**src/rtl/parking_pkg.sv**
```systemverilog
// Shared definitions for the parking-gate control blocks.
//   gate_state_t         : barrier controller state encoding
//   DEFAULT_MOVE_TIMEOUT : max cycles of motor travel before a limit switch must be seen
//   DEFAULT_DWELL_CYCLES : cycles the gate stays open with a clear beam before lowering
package parking_pkg;

  typedef enum logic [2:0] {
    CLOSED   = 3'd0,
    RAISING  = 3'd1,
    OPEN     = 3'd2,
    LOWERING = 3'd3,
    FAULT    = 3'd4
  } gate_state_t;

  localparam int unsigned DEFAULT_MOVE_TIMEOUT = 1000;
  localparam int unsigned DEFAULT_DWELL_CYCLES = 500;

endpackage

```
**src/rtl/sync_2ff.sv**
```systemverilog
// Two-flop synchroniser for asynchronous level inputs.
//   clk     : destination clock
//   reset_n : asynchronous active-low reset, clears both stages
//   d       : raw asynchronous inputs
//   q       : synchronised outputs, two cycles of latency
module sync_2ff #(
  parameter int unsigned WIDTH = 1
) (
  input  logic             clk,
  input  logic             reset_n,
  input  logic [WIDTH-1:0] d,
  output logic [WIDTH-1:0] q
);

  logic [WIDTH-1:0] meta;

  always_ff @(posedge clk or negedge reset_n) begin
    if (!reset_n) begin
      meta <= '0;
      q    <= '0;
    end else begin
      meta <= d;
      q    <= meta;
    end
  end

endmodule

```
**src/rtl/barrier_gate_ctrl.sv**
```systemverilog
// Barrier motor controller: turns the occupancy FSM's door_open request into
// raise/hold/lower motor drive, closes the loop on the limit switches and the
// in-gate beam, reverses on obstruction, faults on motor timeout or
// inconsistent switches, and counts vehicles passing under the barrier.
//   clk, reset_n           : clock, asynchronous active-low reset
//   door_open              : open request, level
//   limit_up, limit_down   : raw limit switches (synchronised here)
//   obstruct               : raw in-gate beam (synchronised here)
//   fault_clr              : leave FAULT
//   motor_up, motor_down   : motor drive
//   gate_closed, gate_fault: state flags
//   pass_count             : vehicles passed, mod 256
module barrier_gate_ctrl
  import parking_pkg::*;
#(
  parameter int unsigned TIMER_W      = 16,
  parameter int unsigned MOVE_TIMEOUT = DEFAULT_MOVE_TIMEOUT,
  parameter int unsigned DWELL_CYCLES = DEFAULT_DWELL_CYCLES
) (
  input  logic       clk,
  input  logic       reset_n,
  input  logic       door_open,
  input  logic       limit_up,
  input  logic       limit_down,
  input  logic       obstruct,
  input  logic       fault_clr,
  output logic       motor_up,
  output logic       motor_down,
  output logic       gate_closed,
  output logic       gate_fault,
  output logic [7:0] pass_count
);

  localparam logic [TIMER_W-1:0] MoveLast  = TIMER_W'(MOVE_TIMEOUT - 1);
  localparam logic [TIMER_W-1:0] DwellLast = TIMER_W'(DWELL_CYCLES - 1);

  logic [2:0] sync_out;
  logic       lu, ld, ob;
  logic       ob_d;

  gate_state_t        state_q, state_d;
  logic [TIMER_W-1:0] timer_q, timer_d;
  logic               pass_inc;

  sync_2ff #(
    .WIDTH (3)
  ) u_sync (
    .clk     (clk),
    .reset_n (reset_n),
    .d       ({obstruct, limit_down, limit_up}),
    .q       (sync_out)
  );

  assign lu = sync_out[0];
  assign ld = sync_out[1];
  assign ob = sync_out[2];

  // State register and timer.
  always_ff @(posedge clk or negedge reset_n) begin
    if (!reset_n) begin
      state_q <= CLOSED;
      timer_q <= '0;
    end else begin
      state_q <= state_d;
      timer_q <= timer_d;
    end
  end

  // Next-state logic.
  always_comb begin
    state_d = state_q;
    timer_d = timer_q;
    if (state_q != FAULT && lu && ld) begin
      // Both limit switches closed at once cannot happen on a healthy gate.
      state_d = FAULT;
      timer_d = '0;
    end else begin
      unique case (state_q)
        CLOSED: begin
          if (door_open) begin
            state_d = RAISING;
            timer_d = '0;
          end
        end
        RAISING: begin
          if (lu) begin
            state_d = OPEN;
            timer_d = '0;
          end else if (timer_q == MoveLast) begin
            state_d = FAULT;
            timer_d = '0;
          end else begin
            timer_d = timer_q + 1'b1;
          end
        end
        OPEN: begin
          if (ob || door_open) begin
            timer_d = '0;
          end else if (timer_q == DwellLast) begin
            state_d = LOWERING;
            timer_d = '0;
          end else begin
            timer_d = timer_q + 1'b1;
          end
        end
        LOWERING: begin
          // Safety reversal takes priority over reaching the down switch.
          if (ob || door_open) begin
            state_d = RAISING;
            timer_d = '0;
          end else if (ld) begin
            state_d = CLOSED;
            timer_d = '0;
          end else if (timer_q == MoveLast) begin
            state_d = FAULT;
            timer_d = '0;
          end else begin
            timer_d = timer_q + 1'b1;
          end
        end
        FAULT: begin
          if (fault_clr) begin
            state_d = ld ? CLOSED : RAISING;
            timer_d = '0;
          end
        end
        default: begin
          state_d = FAULT;
          timer_d = '0;
        end
      endcase
    end
  end

  // Moore output decode.
  always_comb begin
    motor_up    = (state_q == RAISING);
    motor_down  = (state_q == LOWERING);
    gate_closed = (state_q == CLOSED);
    gate_fault  = (state_q == FAULT);
  end

  // A vehicle has passed once the beam clears again.
  assign pass_inc = ob_d && !ob && (state_q != FAULT);

  always_ff @(posedge clk or negedge reset_n) begin
    if (!reset_n) begin
      ob_d       <= 1'b0;
      pass_count <= 8'd0;
    end else begin
      ob_d <= ob;
      if (pass_inc) begin
        pass_count <= pass_count + 8'd1;
      end
    end
  end

  motor_exclusive_a : assert property (@(posedge clk) disable iff (!reset_n)
    !(motor_up && motor_down));

endmodule

```
**config.mk**
```make
export PLATFORM = sky130hd
export DESIGN_NAME = barrier_gate_ctrl
export DESIGN_NICKNAME = d
export VERILOG_FILES = /design/src/rtl/parking_pkg.sv /design/src/rtl/sync_2ff.sv /design/src/rtl/barrier_gate_ctrl.sv
export SDC_FILE = /design/constraint.sdc
export NUM_CORES = 1
export LEC_CHECK = 0
export ABC_AREA = 1
export CELL_PAD_IN_SITES_DETAIL_PLACEMENT = 0
export CELL_PAD_IN_SITES_GLOBAL_PLACEMENT = 1
export CORE_MARGIN = 2
export CORE_UTILIZATION = 46
export DETAILED_ROUTE_END_ITERATION = 7
export DONT_BUFFER_PORTS = 1
export HOLD_SLACK_MARGIN = 0.02
export MAX_ROUTING_LAYER = met4
export PLACE_DENSITY = 0.79
export SYNTH_ARGS = -nofsm -noshare
export SYNTH_HDL_FRONTEND = slang
export SYNTH_SLANG_ARGS = --single-unit
```
**constraint.sdc**
```tcl
create_clock -name clk -period 1.7 [get_ports clk]
set_input_delay 0.17 -clock clk [delete_from_list [all_inputs] [get_ports clk]]
set_output_delay 0.17 -clock clk [all_outputs]
set_load 0.05 [all_outputs]
```
==> Word level (Yosys, flattened, before mapping) <==
Cells that the tools add are included.
{ "totals": {"reg_bits": 34, "inputBits": 7, "out_inout_bits": 12, "wordCells": 49} }
{ "classes": {"addsub": 2, "n_eq_ne": 11, "mux": 21, "n_reduce_logical": 9} }
{ "op_table": {"columns": ["cell", "n"], "rows": [
  ["16-bit two-way mux", 9],
  ["16-bit case mux with 5 select lines", 1],
  ["3-bit two-way mux", 9],
  ["16-bit by 1-bit adder with 16-bit output (second input constant)", 1],
  ["16-bit by 10-bit equality test with 1-bit output (second input constant)", 1],
  ["16-bit by 9-bit equality test with 1-bit output (second input constant)", 1],
  ["3-bit case mux with 5 select lines", 1],
  ["3-bit != test (second input constant)", 3],
  ["8-bit by 1-bit adder with 8-bit output (second input constant)", 1],
  ["3-bit by 2-bit equality test with 1-bit output (second input constant)", 2],
  ["3-bit by 2-bit != test with 1-bit output (second input constant)", 2],
  ["1-bit logical AND", 4],
  ["4-bit AND reduction", 1],
  ["3-bit by 1-bit equality test with 1-bit output (second input constant)", 1],
  ["3-bit equality test (second input constant)", 1],
  ["3-bit logical NOT", 1],
  ["2-bit AND reduction", 1],
  ["1-bit logical NOT", 1],
  ["1-bit logical OR", 1],
  ["1-bit two-way mux", 1]
]} }

==> Logic depth before layout (Yosys ltp) <==
{ "logic_depth": {"word_depth": 6, "ltp_mapped": 11} }

==> Modules after synthesis <==
A second synthesis with hierarchy kept.
{ "unflattened": {"cells_unflattened": 250, "hier_area_um2": 1903.1} }
{ "by_module_without_submodules": {"columns": ["module", "n_inst", "cells_each", "area_each_um2", "seq_area_each_um2"], "rows": [
  ["barrier_gate_ctrl", 1, 244, 1752.9, 700.7],
  ["sync_2ff", 1, 6, 150.1, 150.1]
]} }

==> Least setup slack after synthesis <==
Ideal clock, no wire load.
{ "synth_timing": {"path_kind": "flip-flop to flip-flop", "startpoint": "register state_q[2]", "endpoint": "register timer_q[3]", "setup_time_ns": 0.073, "arrival_ns": 1.869, "t_required_ns": 1.627, "setup_slack_ns": -0.242, "path_stages_with_launch": 10, "n_path_buf": 2, "path_cell_list": "dfrtp_1 > buf_6 > nor3_2 > nand2_1 > nand2_2 > nand2_2 > nand2_4 > buf_12 > nand2_2 > a21boi_2"} }
{ "synth_rtl": {"columns": ["item", "line_no", "source"], "rows": [
  ["start, declared", "barrier_gate_ctrl.sv:41", "gate_state_t state_q, state_d;"],
  ["start signal, assigned", "barrier_gate_ctrl.sv:64", "state_q <= state_d;"],
  ["3-bit by 1-bit equality test with 1-bit output", null, null],
  ["via motor_up", "barrier_gate_ctrl.sv:27", "output logic motor_up,"],
  ["16-bit case mux with 5 select lines", "barrier_gate_ctrl.sv:78", "unique case (state_q)"],
  ["16-bit two-way mux", "barrier_gate_ctrl.sv:73", "if (state_q != FAULT && lu && ld) begin"],
  ["end signal, assigned", "barrier_gate_ctrl.sv:65", "timer_q <= timer_d;"],
  ["end, declared", "barrier_gate_ctrl.sv:42", "logic [TIMER_W-1:0] timer_q, timer_d;"]
]} }
The timed path passes the listed nets, and every way through them passes these cells.
A chain may end at the register's enable or synchronous reset.

==> Worst setup path in the final report <==
{ "layout_timing": {"startpoint": "register timer_q[0]", "endpoint": "register timer_q[9]"} }
{ "layout_via": {"elab_chain_len": 6} }
{ "layout_rtl": {"columns": ["item", "line_no", "source"], "rows": [
  ["16-bit by 1-bit adder with 16-bit output / 16-bit by 10-bit equality test with 1-bit output (equally long branches)", null, null],
  ["16-bit two-way mux", "barrier_gate_ctrl.sv:89, barrier_gate_ctrl.sv:114", null],
  ["16-bit two-way mux", "barrier_gate_ctrl.sv:111", "end else if (ld) begin"],
  ["16-bit two-way mux", "barrier_gate_ctrl.sv:108", "if (ob || door_open) begin"],
  ["16-bit case mux with 5 select lines (*)", "barrier_gate_ctrl.sv:78", null],
  ["16-bit two-way mux (*)", "barrier_gate_ctrl.sv:73", null]
]} }
Every way passes the cells marked *; elsewhere a longest branch is shown, timed or not.

==> metrics.txt <==
hold depth 5; clock buffer depth 2; Final period util 91.77%; grt total ovfl 0; endpoints failing setup 0; Overall Global Routing Usage 19.78%; final hold viol count 0; kind of critical path reg2reg; final cell count without fillers 332; Iter 0 DRT Violations 61; CORE AREA 4029 µm²; top cells by count, synth 58 x nand2_1, 34 x dfrtp_1, 34 x nor2_1; xor and xnor area share after synthesis 5.398%; Pre-antenna DRT Iters 4; number of fill cells in the layout 397; Simple-Gate Fraction of Synth Area 30.85%; Period minus WS final 1.560 ns; GP Congestion 0.8289; dominant synthesized flop cell dfrtp_1; Synth Instances 249; ANT cells 0; Routed Antenna Nets 0; Worst R2R Path Depth 10; worst skew pair latency 0.29 ns; reg-to-reg endpoint timer_q[9]; Yosys cell types 28; #FFs+latches synth 34; FP Rows 23; largest net degree at the start of global routing 35; cell area power density 1337 nW/µm²; post-synthesis mux area share 0.5784%; Post-Synth Adder-Cell Area 1.285%; hold path endpoint state_q[1]; worst slew pin tran 0.5231 ns; number of buffers added on ports 0; Die Span X 69.06 µm; P_leak 0.001149 µW; r2r setup slk 0.14 ns; asr flop ratio synth 100.0%; Final Slew Violations 0; Pwr Total 3146 µW; Num CTS Buffers 5; critical path peak fanout 11; Data arrival, critical path 1.73 ns; Worst Skew 0.005452 ns; Yosys top cell area share 43.70%; drt drc 0; sequential area share after synthesis 43.70%; Post-Route Setup TNS 0 ns; Die Ht 69.06 µm; layout cell share with drive strength beyond 1 21.63%; Final Util 58.42%; initial antenna violation count 0; Top Ports 19; status finished clean; VDD IR max 1.633 mV; normalized max-slew margin 65.13%; Worst Hold Class in2reg; main combinational cell family by area after synthesis simple AND/OR/NAND/NOR gates; Worst-path clk slew 0.07 ns; drt via density 4.880; die area 4769 µm²; vias in the first global route 1,581; Synth area leader dfrtp_1; CTS sink count 34; routed wire length 4363 µm; Initial Util 48.32%; number of max-cap violations 0; Req. time, crit path 1.87 ns; area of the mapped netlist 1947 µm²; placed cells 311; min-delay src door_open; Fmax 641.0 MHz; complex-gate fraction of the synthesized area 9.383%; Synth area leaders dfrtp_1 44%, nand2_1 11%, nor2_1 6.6%, inv_1 6.0%, nand3_1 4.6%; Post-DP HPWL 3109 µm; worst r2r src timer_q[0]; top-count cell post-synth nand2_1; CTS root buf clkbuf_8; Vias 1,620; nets 291; Yosys warnings 0; CP Launch Type register; wire length of the first global-routing pass 7327 µm; CTS tree built; Avg Inst Size Synth 7.819 µm²; Syn-to-layout area delta 20.89%; Setup crit end kind register; wire per inst 13.14 µm; Syn Nets 258; H-tree depth 2; number of flops mapped to enable cells by yosys 0
## layout make-up
| class | instances | area (µm²) | area share, % |
|---|---|---|---|
| flip-flops and latches | 34 | 850.8 | 36.15 |
| inverters | 33 | 127.6 | 5.423 |
| well taps | 50 | 62.56 | 2.658 |
| multi-input cells | 178 | 954.7 | 40.56 |
| clock inverters | 1 | 30.03 | 1.276 |
| repair buffers | 30 | 245.2 | 10.42 |
| clock buffers | 6 | 82.58 | 3.509 |
## kinds of logic (layout without fill, tap and decap cells)
logic type	Yosys count	in the layout
flip-flops	34	34
AO/OA/AOI/OAI	29	29
adder cells (fa/ha/maj)	2	2
AND/OR/NAND/NOR	134	134
multiplexers	1	1
XOR/XNOR	12	12
buffers and inverters	37	70
## power breakdown
group	total [µW]	leakage [µW]	switching, µW	internal [µW]
clock	760	0.0000573	292	469
combinational	1420	0.000644	927	488
sequential	970	0.000447	67.7	902
total	3150	0.00115	1290	1860
## registers in the layout, indices dropped and copies added (netlist names)
name         count
timer_q         16
ob_d             1
state_q          3
pass_count       8
u_sync.meta      3
u_sync.q         3
## cell usage in the layout (no fill, tap or decap), types with 3 or more instances in the layout
cell type,netlist,routed
o21ai_1,2,4
inv_1,31,30
nand3_1,18,18
dlygate4sd3_1,0,4
dfrtp_1,34,34
nor2_1,34,33
nor2_2,3,3
a21boi_2,5,5
clkbuf_8,0,6
nand2_2,10,9
nand4_1,4,4
o21ai_0,9,7
a21oi_1,9,9
buf_4,0,24
xor2_1,7,7
xnor2_1,5,5
nand2_1,58,58
## through the flow
step	area (µm²)	hold slack [ns]	setup WS (ns)
after floorplan	1958	-0.1256	0.006297
after global routing	2354	0.2930	-0.01822
after CTS	2266	0.2482	0.02831
after detailed placement	2093	-0.1252	0.04502
after global placement	2093	-0.1251	0.1497
final	2354	0.2475	0.1399
## worst max-delay path, cell delays in order (launching register included)
cell and delay (ns):
dfrtp_1 0.38, ha_2 0.21, nand2_1 0.07, inv_1 0.10, nand2_1 0.06, nor2_1 0.08
nand2_1 0.11, nand2_2 0.14, nand2_8 0.11, nand2_4 0.11, o21ai_0 0.09
## how the worst max path moves through the flow
stage / startpoint / to / slack, ns / depth (start not counted)
4_1_cts: timer_q[0] / timer_q[12] / 0.03 / 10
2_1_floorplan: state_q[2] / timer_q[3] / 0.006 / 9
5_1_grt: state_q[1] / timer_q[5] / -0.02 / 9
3_3_place_gp: timer_q[0] / timer_q[12] / 0.15 / 10
3_5_place_dp: timer_q[0] / timer_q[12] / 0.05 / 10
6_report: timer_q[0] / timer_q[9] / 0.14 / 10
## metal layers
metal / up-vias / global-route usage, % / share of wire (%)
met5: - / - / 0
met4: 0 / 5.882 / 1.2
met3: 5 / 3.947 / 3.9
met2: 27 / 29.27 / 46
met1: 736 / 27.58 / 49
li1: 852 / - / -
## timing repair
action	4_1_cts	5_1_grt
hold endpoints to repair	37	0
buffers inserted	0	9
endpoints found under the setup margin	0	10
gates resized for setup	0	7
hold buffers	5	0
No activity file was read; power rests on OpenSTA's default activity.
